[src/rtl/tdm_pkg.sv]
// Shared definitions for the 4-slot TDM link: FSM state encoding and slot geometry.
// Imported by both the sender and the receive-side demultiplexer.
package tdm_pkg;

  localparam int SLOTS  = 4;
  localparam int SLOT_W = 2;

  typedef logic [SLOT_W-1:0] slot_t;

  typedef enum logic [1:0] {
    HUNT   = 2'd0,
    SYNC   = 2'd1,
    LOCKED = 2'd2
  } tdm_state_e;

endpackage

[src/rtl/tdm_slot_counter.sv]
// Slot position tracker: wraps 0..3 on each strobe.
// A sync bit forces it to 1 because that bit already occupied slot 0.
module tdm_slot_counter
  import tdm_pkg::*;
(
  input  logic  clk,
  input  logic  reset,
  input  logic  en,
  input  logic  load0,
  input  logic  clr,
  output slot_t s
);

  // NOTE: sequential state uses non-blocking assignments so every register
  // samples pre-edge values, independent of block evaluation order.
  always_ff @(posedge clk) begin
    if (reset)      s <= '0;
    else if (clr)   s <= '0;
    else if (load0) s <= slot_t'(1);
    else if (en)    s <= s + slot_t'(1);
  end

endmodule

[src/rtl/tdm_demux4.sv]
// Receive side of the 4:1 TDM link: acquires frame alignment from the sync
// marker, gathers one bit per slot and commits all four channels per frame.
module tdm_demux4
  import tdm_pkg::*;
#(
  parameter int unsigned LOCK_FRAMES = 2
) (
  input  logic       clk,
  input  logic       reset,
  input  logic       m,
  input  logic       en,
  input  logic       sync,
  output logic       u,
  output logic       v,
  output logic       w,
  output logic       x,
  output logic [1:0] s,
  output logic       valid,
  output logic       locked,
  output logic       err
);

  tdm_state_e       state_q, state_d;
  logic [3:0]       good_q, good_d, good_inc;
  logic [SLOTS-1:0] shadow_q, shadow_d;
  logic             commit, err_d;
  logic             cnt_en, load0, clr;

  tdm_slot_counter u_slot (
    .clk   (clk),
    .reset (reset),
    .en    (cnt_en),
    .load0 (load0),
    .clr   (clr),
    .s     (s)
  );

  assign good_inc = good_q + 4'd1;

  // NOTE: every signal driven here gets a default first, so no path through
  // the branches below can leave one unassigned and infer a latch.
  always_comb begin
    state_d  = state_q;
    good_d   = good_q;
    shadow_d = shadow_q;
    commit   = 1'b0;
    err_d    = 1'b0;
    cnt_en   = 1'b0;
    load0    = 1'b0;
    clr      = 1'b0;

    if (en) begin
      case (state_q)
        HUNT: begin
          if (sync) begin
            shadow_d[0] = m;
            load0       = 1'b1;
            good_d      = '0;
            state_d     = SYNC;
          end
        end

        default: begin
          if (sync && s != 2'd0) begin
            // Early marker: abandon the partial frame and realign on this bit.
            err_d       = 1'b1;
            shadow_d[0] = m;
            load0       = 1'b1;
            good_d      = '0;
            state_d     = SYNC;
          end else if (!sync && s == 2'd0) begin
            err_d   = 1'b1;
            clr     = 1'b1;
            state_d = HUNT;
          end else begin
            shadow_d[s] = m;
            cnt_en      = 1'b1;
            if (s == 2'd3) begin
              if (state_q == LOCKED) begin
                commit = 1'b1;
              end else begin
                good_d = good_inc;
                if (good_inc == 4'(LOCK_FRAMES)) begin
                  commit  = 1'b1;
                  state_d = LOCKED;
                end
              end
            end
          end
        end
      endcase
    end
  end

  // NOTE: the shadow bank is only four flops, so it is reset along with the
  // rest; a mid-frame reset must not leak stale bits into a later commit.
  always_ff @(posedge clk) begin
    if (reset) begin
      state_q  <= HUNT;
      good_q   <= '0;
      shadow_q <= '0;
      {u, v, w, x} <= 4'b0000;
      valid    <= 1'b0;
      err      <= 1'b0;
    end else begin
      state_q  <= state_d;
      good_q   <= good_d;
      shadow_q <= shadow_d;
      valid    <= commit;
      err      <= err_d;
      if (commit) {u, v, w, x} <= {shadow_d[0], shadow_d[1], shadow_d[2], shadow_d[3]};
    end
  end

  assign locked = (state_q == LOCKED);

endmodule

[config.mk]
export PLATFORM = sky130hd
export DESIGN_NAME = tdm_demux4
export DESIGN_NICKNAME = d
export VERILOG_FILES = /design/src/rtl/tdm_pkg.sv /design/src/rtl/tdm_slot_counter.sv /design/src/rtl/tdm_demux4.sv
export SDC_FILE = /design/constraint.sdc
export NUM_CORES = 1
export LEC_CHECK = 0
export BUFFER_PORTS_ARGS = -buffer_cell sky130_fd_sc_hd__buf_2
export CAP_MARGIN = 20
export CORE_MARGIN = 3
export CORE_UTILIZATION = 59
export CTS_CLUSTER_DIAMETER = 150
export CTS_CLUSTER_SIZE = 30
export DETAILED_ROUTE_END_ITERATION = 12
export MAX_ROUTING_LAYER = met4
export PLACE_DENSITY_LB_ADDON = 0.12
export SYNTH_ARGS = -nofsm -noshare
export SYNTH_HDL_FRONTEND = slang
export SYNTH_SLANG_ARGS = --single-unit
[constraint.sdc]
create_clock -name clk -period 4 [get_ports clk]
set_input_delay 0.4 -clock clk [delete_from_list [all_inputs] [get_ports clk]]
set_output_delay 0.4 -clock clk [all_outputs]
set_load 0.005 [all_outputs]
==> flow_summary.json, run 1 <==
{
  "internal_power_uw": 237,
  "syn_inst": 124,
  "max_freq_mhz": 456,
  "maxCapViolCount": 0,
  "ys_top_cells_by_area": "dfxtp_1 33%, ha_1 11%, a21oi_1 6.4%",
  "grt-ovfl-total": 0,
  "tns_ns": 0,
  "finalWorstPathRequiredPeriod_ns": 2.19,
  "initial_core_util_pct": 64.8,
  "core_um2": 1580,
  "synth-seq-area-share_pct": 33.3,
  "holdWs_ns": 0.388,
  "routedWlPerCell_um": 13.9,
  "post_cts_resize_count": 0,
  "grt_pass1_vias": 840,
  "drtIter0Drc": 40,
  "dpl.hpwl_um": 1590,
  "htree_levels": 1,
  "syn_to_final_growth_pct": 8.32,
  "worstMarginPinSlew_ns": 0.396,
  "critical_path_class": "reg -> reg",
  "async_flop_share_pct": 0,
  "num-nets-final": 151,
  "gp_congestion": 0.853,
  "ys_top_cells_by_count": "17 x dfxtp_1, 13 x a21oi_1, 11 x nand2_1, 11 x nor2_1, 9 x ha_1",
  "ys.flop_type": "dfxtp_1",
  "rsz0062_at_grt": "false",
  "skew_ns": 0.00560,
  "drc": 0,
  "dieArea_um2": 2270,
  "ys_ff_latch": 17,
  "synth_area_leader_cell": "dfxtp_1",
  "slew_violations": 0,
  "final_antenna_net_count": 0,
  "floorplan.rows": 14,
  "mappedNetlistArea_um2": 1020,
  "drive_above_1_share_pct": 18.4,
  "cts-root-buf": "clkbuf_4",
  "hold_class": "in -> reg",
  "crit_fanout": 8,
  "crit_path_start_kind": "flip-flop",
  "antenna_cells": 0,
  "grt_antenna_before_repair": 0,
  "p_leak_nw": 0.470,
  "p_sw_share_pct": 31.5,
  "grt_pass1_wl_um": 3800,
  "avgSynthCellArea_um2": 8.24,
  "die_y_um": 47.6,
  "dr.pass1.iters": 6,
  "power.density_nw_per_um2": 313,
  "setup_viol": 0,
  "p_clk_share_pct": 26.9,
  "port_buffers": 13,
  "post-route-period-util_pct": 54.8,
  "die_w_um": 47.6,
  "end_kind": "flip-flop",
  "grt.total_usage_pct": 24.6,
  "synth_edf_count": 0,
  "ctsHoldBuffers": 0,
  "vias_per_cell": 5.97,
  "slew_headroom_pct": 73.5,
  "combinationalPowerShare_pct": 20.4,
  "cts_tree": "yes",
  "fill_cells": 130,
  "grt_max_degree": 20,
  "path_clk_slew_ns": 0.10,
  "ys_types": 34,
  "cp.arrival_ns": 2.42,
  "cts_buffers": 3,
  "switchingPower_uw": 109,
  "synth.most_common_cell": "dfxtp_1",
  "syn-num-nets": 138,
  "clockBufferDepth": 2,
  "wl_um": 2110,
  "yosysWarnings": 0,
  "synth_top_area_share_pct": 33.3,
  "p_seq_share_pct": 52.7,
  "via_count": 908,
  "max-vdd-ir-drop_uv": 252,
  "critPathRequiredTime_ns": 4.23,
  "hold_viol_final": 0,
  "postCtsSetupRepairBufs": 0,
  "clk_latency_ns": 0.29,
  "cts_num_sinks": 17,
  "outcome": "complete, no violations",
  "io_pins": 14
}
cell families after synthesis:
family,Yosys count,synth area share [%]
mux,5,5.26
buf+inv,12,5.26
simple gates,52,26.3
flops,17,33.3
compound gates,29,18.9
fa+ha+maj,9,11.0
final cells by class:
type | count | area [um^2] | share of cell area [%]
tap | 16 | 20.0 | 1.81
inverter | 7 | 26.3 | 2.37
clock buffer | 3 | 22.5 | 2.03
multi-input combinational | 95 | 628 | 56.7
sequential | 17 | 340 | 30.7
clock inverter | 1 | 5.00 | 0.452
timing repair buffer | 13 | 65.1 | 5.88
state kept, by name, summed over array words and instances (netlist names):
register and count:
u 1, err 1, v 1, valid 1, state_q 2, w 1, x 1, u_slot.s 2
shadow_q 3, good_q 4
path summary, 6_finish.rpt:
| kind | end | start | cells past startpoint | slack, ns |
|---|---|---|---|---|
| setup / recovery | good_q[3] | u_slot.s[0] | 9 | 1.81 |
| hold / removal | x | m | 3 | 0.39 |
| setup reg to reg | good_q[3] | u_slot.s[0] | 9 | 1.81 |
| hold reg to reg | shadow_q[0] | shadow_q[0] | 2 | 0.47 |
power by group through the flow:
stage | clock [mW] | sequential (mW) | combinational [mW]
after floorplan | 0 | 0.182 | 0.0569
after global placement | 0 | 0.186 | 0.0657
after detailed placement | 0 | 0.187 | 0.0679
after CTS | 0.0945 | 0.183 | 0.0692
after global routing | 0.0996 | 0.184 | 0.0801
final | 0.0934 | 0.183 | 0.0706
critical path, cell delays in order (launching register included):
cell      delay (ns)
dfxtp_1         0.44
inv_1           0.10
ha_1            0.24
inv_1           0.07
ha_1            0.26
nand4b_1        0.15
o31ai_2         0.10
nor2_2          0.12
or4_1           0.51
a21oi_1         0.14
routing by layer:
layer | global-route usage (%) | part of all wire (%)
met5 | - | 0
met4 | 9.14 | 1.9
met3 | 4.51 | 6.4
met2 | 37.2 | 45
met1 | 32.6 | 47
metrics by stage:
step	power [mW]	area (um^2)	setup WS, ns	util, %	instances
floorplan	0.239	1020	2.01	-	124
global placement	0.252	1080	1.98	68.5	148
detailed placement	0.255	1080	1.84	68.5	148
CTS	0.346	1110	1.81	70.2	152
global route	0.364	1110	1.63	70.2	152
finish	0.347	1110	1.81	70.2	152
cell usage in the layout (no fill, tap or decap), types with 2 or more instances in the layout:
master    Yosys  layout
mux2i_1       2       2
mux2_2        3       3
nand2_1      11      11
o21ai_0       6       6
or4_1         2       2
nand2b_1      2       2
ha_1          9       9
nor3_2        2       2
nor2_1       11      11
nor2b_1       4       4
or3_1         2       2
nand3_1       8       8
dfxtp_1      17      17
buf_2         1      13
inv_1         7       7
a21oi_1      13      13
clkbuf_4      0       3
nor3_1        4       4
and2_1        2       2
(Power assumes the default switching activity.)
==> inputs of run 2 (changes only) <==
- ABC_AREA: default -> 1
- CORE_UTILIZATION: 59 -> 49
- clock period: 4 -> 2 ns (I/O delays scaled with it)
==> flow_summary.json, run 2 <==
{
  "outcome": "complete, no violations",
  "postCtsSetupRepairBufs": 0,
  "dieArea_um2": 2600,
  "critical_path_class": "reg -> reg",
  "synth_area_leader_cell": "dfxtp_1",
  "ys_top_cells_by_count": "31 x nand2_1, 19 x inv_1, 17 x dfxtp_1",
  "cpLargestDelayFamily": "adder cells",
  "synth_mux_area_share_pct": 0,
  "ys.flop_type": "dfxtp_1",
  "synthXorXnorAreaFrac_pct": 0.884,
  "rsz0062_at_grt": "false",
  "ys_top_cells_by_area": "dfxtp_1 34%, nand2_1 12%, ha_1 11%",
  "largest_reg_flops": 4,
  "final_antenna_net_count": 0,
  "vias_per_cell": 4.85,
  "hold_class": "in -> reg",
  "hold_viol_final": 0,
  "grt_max_degree": 11,
  "synth_top_family_by_area": "simple AND/OR/NAND/NOR gates",
  "floorplan.rows": 15,
  "crit_path_start_kind": "flip-flop",
  "clockBufferDepth": 2,
  "p_leak_nw": 0.592,
  "dpl.hpwl_um": 1510,
  "worstPathCellList": "inv_1 -> ha_1 -> ha_1 -> inv_1 -> nor2_1 -> nand2_1 -> nand2_1 -> o21ai_0 -> nor3_1",
  "maxCapViolCount": 0,
  "ys_ff_latch": 17,
  "dr.pass1.iters": 5,
  "cts_tree": "yes",
  "mappedNetlistArea_um2": 991,
  "syn_to_final_growth_pct": 12.0,
  "grt_pass1_vias": 819,
  "ys_types": 22,
  "synth_compound_area_share_pct": 9.22,
  "cts_num_sinks": 17,
  "end_kind": "flip-flop",
  "via_count": 864,
  "synth_fa_ha_area_share_pct": 11.4,
  "yosys.area_share.simple_pct": 35.0,
  "critPathRequiredTime_ns": 2.22,
  "max-vdd-ir-drop_uv": 747,
  "skew_ns": 0.000888,
  "crit_fanout": 5,
  "routedWlPerCell_um": 10.5,
  "htree_levels": 1,
  "port_buffers": 13,
  "worstMarginPinSlew_ns": 0.278,
  "grt_antenna_before_repair": 0,
  "holdWs_ns": 0.123,
  "slowest_delay_ns": 0.42,
  "largest_registers": "good_q x4, shadow_q x3",
  "drtIter0Drc": 18,
  "core_um2": 1820,
  "avgSynthCellArea_um2": 7.23,
  "gp_congestion": 0.865,
  "slew_violations": 0,
  "path_clk_slew_ns": 0.10,
  "synth-seq-area-share_pct": 34.3,
  "grt_pass1_wl_um": 3420,
  "cts-root-buf": "clkbuf_4",
  "async_flop_share_pct": 0,
  "io_pins": 14,
  "syn-num-nets": 151,
  "synth.most_common_cell": "nand2_1",
  "grt.total_usage_pct": 17.7,
  "num-nets-final": 168,
  "die_y_um": 51.0,
  "setup_viol": 0,
  "post-route-period-util_pct": 87.6,
  "cts_buffers": 3,
  "syn_inst": 137,
  "max_freq_mhz": 571,
  "cp.arrival_ns": 1.97,
  "die_w_um": 51.0,
  "fill_cells": 179,
  "wl_um": 1870,
  "yosysWarnings": 0,
  "synth_top_area_share_pct": 34.3,
  "drc": 0,
  "drive_above_1_share_pct": 22.2,
  "grt-ovfl-total": 0,
  "crit_path_top_delay_cell": "dfxtp_1",
  "crit_buf_inv": 2,
  "synth_edf_count": 0,
  "final_cell_mix": "31 x nand2_1, 19 x inv_1, 17 x dfxtp_1, 15 x nor2_1, 13 x buf_2",
  "tns_ns": 0,
  "layout_commonest_cell": "nand2_1",
  "power.density_nw_per_um2": 1040,
  "clk_latency_ns": 0.29,
  "antenna_cells": 0,
  "initial_core_util_pct": 54.4,
  "top_register": "good_q",
  "finalWorstPathRequiredPeriod_ns": 1.75,
  "slew_headroom_pct": 81.5
}
[run 2: worst min-delay path, stage by stage]
cell and delay [ns]:
buf_2 0.10, nand2_1 0.05, nand2_1 0.04
[run 2: power breakdown]
part | switching (mW) | total, mW | internal [mW]
clock network | 0.114 | 0.188 | 0.0744
registers | 0.0544 | 0.450 | 0.396
logic | 0.338 | 0.515 | 0.177
total | 0.506 | 1.15 | 0.647
[run 2: area by class of cell]
cell class	instances	area [um^2]	share of cell area, %
Tap cell	25	31.3	2.82
Sequential cell	17	340	30.7
Clock inverter	1	5.00	0.451
Timing Repair Buffer	13	65.1	5.86
Multi-Input combinational cell	96	559	50.4
Clock buffer	3	22.5	2.03
Inverter	23	86.3	7.78
[run 2: timing repair]
| action | CTS | global route |
|---|---|---|
| hold buffers | 0 | 0 |
| resized for setup | 0 | 1 |
| endpoints found under the setup margin | 0 | 1 |
[run 2: per-stage QoR]
step / instance area, um^2 / setup WS [ns] / utilization [%] / std cells / power [mW]
floorplan: 991 / 0.376 / - / 137 / 0.858
global placement: 1080 / 0.317 / 59.5 / 174 / 0.961
detailed placement: 1080 / 0.252 / 59.5 / 174 / 0.975
CTS: 1110 / 0.226 / 61.0 / 178 / 1.16
global route: 1110 / 0.0625 / 61.0 / 178 / 1.26
finish: 1110 / 0.247 / 61.0 / 178 / 1.15
[run 2: path summary, 6_finish.rpt]
path | startpoint | endpoint | slack, ns | depth (start not counted)
max reg2reg | u_slot.s[0] | u_slot.s[1] | 0.25 | 9
max | u_slot.s[0] | u_slot.s[1] | 0.25 | 9
min reg2reg | w | w | 0.47 | 2
min | m | x | 0.12 | 3
[run 2: kinds of logic (layout without fill, tap and decap cells)]
family          Yosys count  in the layout
simple gates             69             69
xor+xnor                  1              1
flops                    17             17
buf+inv                  24             40
fa+ha+maj                 9              9
compound gates           17             17
[run 2: metal layers]
layer	vias to the layer above	global-route usage (%)	share of wire [%]
met4	0	5.38	1.0
met1	387	21.9	46
met3	2	3.50	4.3
li1	459	-	-
met5	-	-	0
met2	16	29.0	49
==> inputs of run 3 (changes only) <==
- REMOVE_ABC_BUFFERS: default -> 1
==> flow_summary.json, run 3 (synthesis gave the netlist of run 2 again) <==
{
  "outcome": "complete, no violations",
  "cts_num_sinks": 17,
  "met2_usage_pct": 26.4,
  "largest_registers": "good_q x4, shadow_q x3",
  "cts_tree": "yes",
  "grt-busiest-layer": "met2",
  "max-vdd-ir-drop_uv": 520,
  "grt_antenna_before_repair": 0,
  "hold_class": "in -> reg",
  "antenna_cells": 0,
  "cts_buffers": 3,
  "floorplan.rows": 15,
  "grt-ovfl-total": 0,
  "p_leak_nw": 0.589,
  "slew_headroom_pct": 82.4,
  "syn_to_final_growth_pct": 11.9,
  "worstMarginPinSlew_ns": 0.263,
  "dieArea_um2": 2600,
  "post_cts_resize_count": 0,
  "drc": 0,
  "grt_max_degree": 10,
  "switchingPower_uw": 489,
  "finalWorstPathRequiredPeriod_ns": 1.75,
  "ctsHoldBuffers": 0,
  "p_seq_share_pct": 39.5,
  "max_freq_mhz": 572,
  "die_w_um": 51.0,
  "met3_usage_pct": 5.25,
  "die_y_um": 51.0,
  "gp_congestion": 0.849,
  "cp.arrival_ns": 1.94,
  "clk_latency_ns": 0.29,
  "initial_core_util_pct": 54.4,
  "vias_per_cell": 4.84,
  "routedWlPerCell_um": 10.2,
  "wl_um": 1810,
  "internal_power_uw": 650,
  "p_sw_share_pct": 42.9,
  "skew_ns": 0.00157,
  "critPathRequiredTime_ns": 2.19,
  "combinationalPowerShare_pct": 44.8,
  "fin_total_pwr_mw": 1.14,
  "final_antenna_net_count": 0,
  "dr.pass1.iters": 5,
  "holdWs_ns": 0.134,
  "rsz0062_at_grt": "false",
  "final_cell_mix": "31 x nand2_1, 19 x inv_1, 17 x dfxtp_1, 15 x nor2_1, 13 x buf_2",
  "grt.total_usage_pct": 16.7,
  "cts-root-buf": "clkbuf_4",
  "port_buffers": 13,
  "maxCapViolCount": 0,
  "grt_pass1_vias": 789,
  "drtIter0Drc": 11,
  "use_met1_pct": 19.7,
  "setup_viol": 0,
  "layout_setup_ws_ns": 0.253,
  "postCtsSetupRepairBufs": 0,
  "path_clk_slew_ns": 0.09,
  "preCtsSetupSlack_ns": 0.258,
  "post-route-period-util_pct": 87.4,
  "slew_violations": 0,
  "fill_cells": 178,
  "multi_input_area_um2": 559,
  "layout_commonest_cell": "nand2_1",
  "grt_pass1_wl_um": 3190,
  "power.density_nw_per_um2": 1030,
  "drive_above_1_share_pct": 21.6,
  "end_kind": "flip-flop",
  "dpl.hpwl_um": 1490,
  "clockBufferDepth": 2,
  "largest_reg_flops": 4,
  "core_um2": 1820,
  "regArea_um2": 340,
  "crit_path_start_kind": "flip-flop",
  "critical_path_class": "reg -> reg",
  "crit_fanout": 5,
  "hold_viol_final": 0,
  "num-nets-final": 168,
  "tns_ns": 0,
  "io_pins": 14,
  "htree_levels": 1,
  "top_register": "good_q",
  "p_clk_share_pct": 15.7,
  "via_count": 862
}
==> run 3: changes by cell type in the layout (fill, tap and decap cells not counted) <==
cell and delta:
clkinv_2 -1, clkbuf_1 +1, o21ai_0 +1, o21ai_1 -1
==> run 3: critical path: stages (launching register included) <==
cell and delay [ns]:
dfxtp_1 0.41, inv_1 0.09, ha_1 0.24, ha_1 0.24
nor2_4 0.15, nand3_1 0.11, o21ai_0 0.23, inv_1 0.06
nor2_1 0.08, nor2_1 0.05
==> run 3: worst paths after layout <==
path | from | end | slack, ns | cells past startpoint
worst max register to register | u_slot.s[0] | v | 0.25 | 9
worst min-delay path | m | x | 0.13 | 3
worst min register to register | good_q[3] | good_q[3] | 0.47 | 2
worst max-delay path | u_slot.s[0] | v | 0.25 | 9
==> run 3: final cells by class <==
cell class / instances / share of cell area (%)
clock buffer: 4 / 2.37
inverter: 23 / 7.79
timing repair buffer: 13 / 5.87
sequential: 17 / 30.7
tap: 25 / 2.82
multi-input combinational: 96 / 50.5
==> run 3: power groups by stage <==
| stage | registers, mW | clock network [mW] | logic, mW |
|---|---|---|---|
| after floorplan | 0.450 | 0 | 0.405 |
| after global placement | 0.456 | 0 | 0.508 |
| after detailed placement | 0.459 | 0 | 0.512 |
| after CTS | 0.451 | 0.185 | 0.515 |
| after global routing | 0.460 | 0.198 | 0.586 |
| final | 0.450 | 0.179 | 0.510 |
==> run 3: per-layer routing <==
layer  wire (um)  share of wire (%)
met2         898                 50
met4          34                1.9
met3          59                3.3
met1         814                 45
met5           0                  0
==> run 3: per-stage QoR <==
step | utilization, % | instances | area [um^2]
after floorplan | - | 136 | 986
after global placement | 59.5 | 174 | 1080
after detailed placement | 59.5 | 174 | 1080
after CTS | 60.9 | 178 | 1110
after global routing | 60.9 | 178 | 1110
final | 60.9 | 178 | 1110
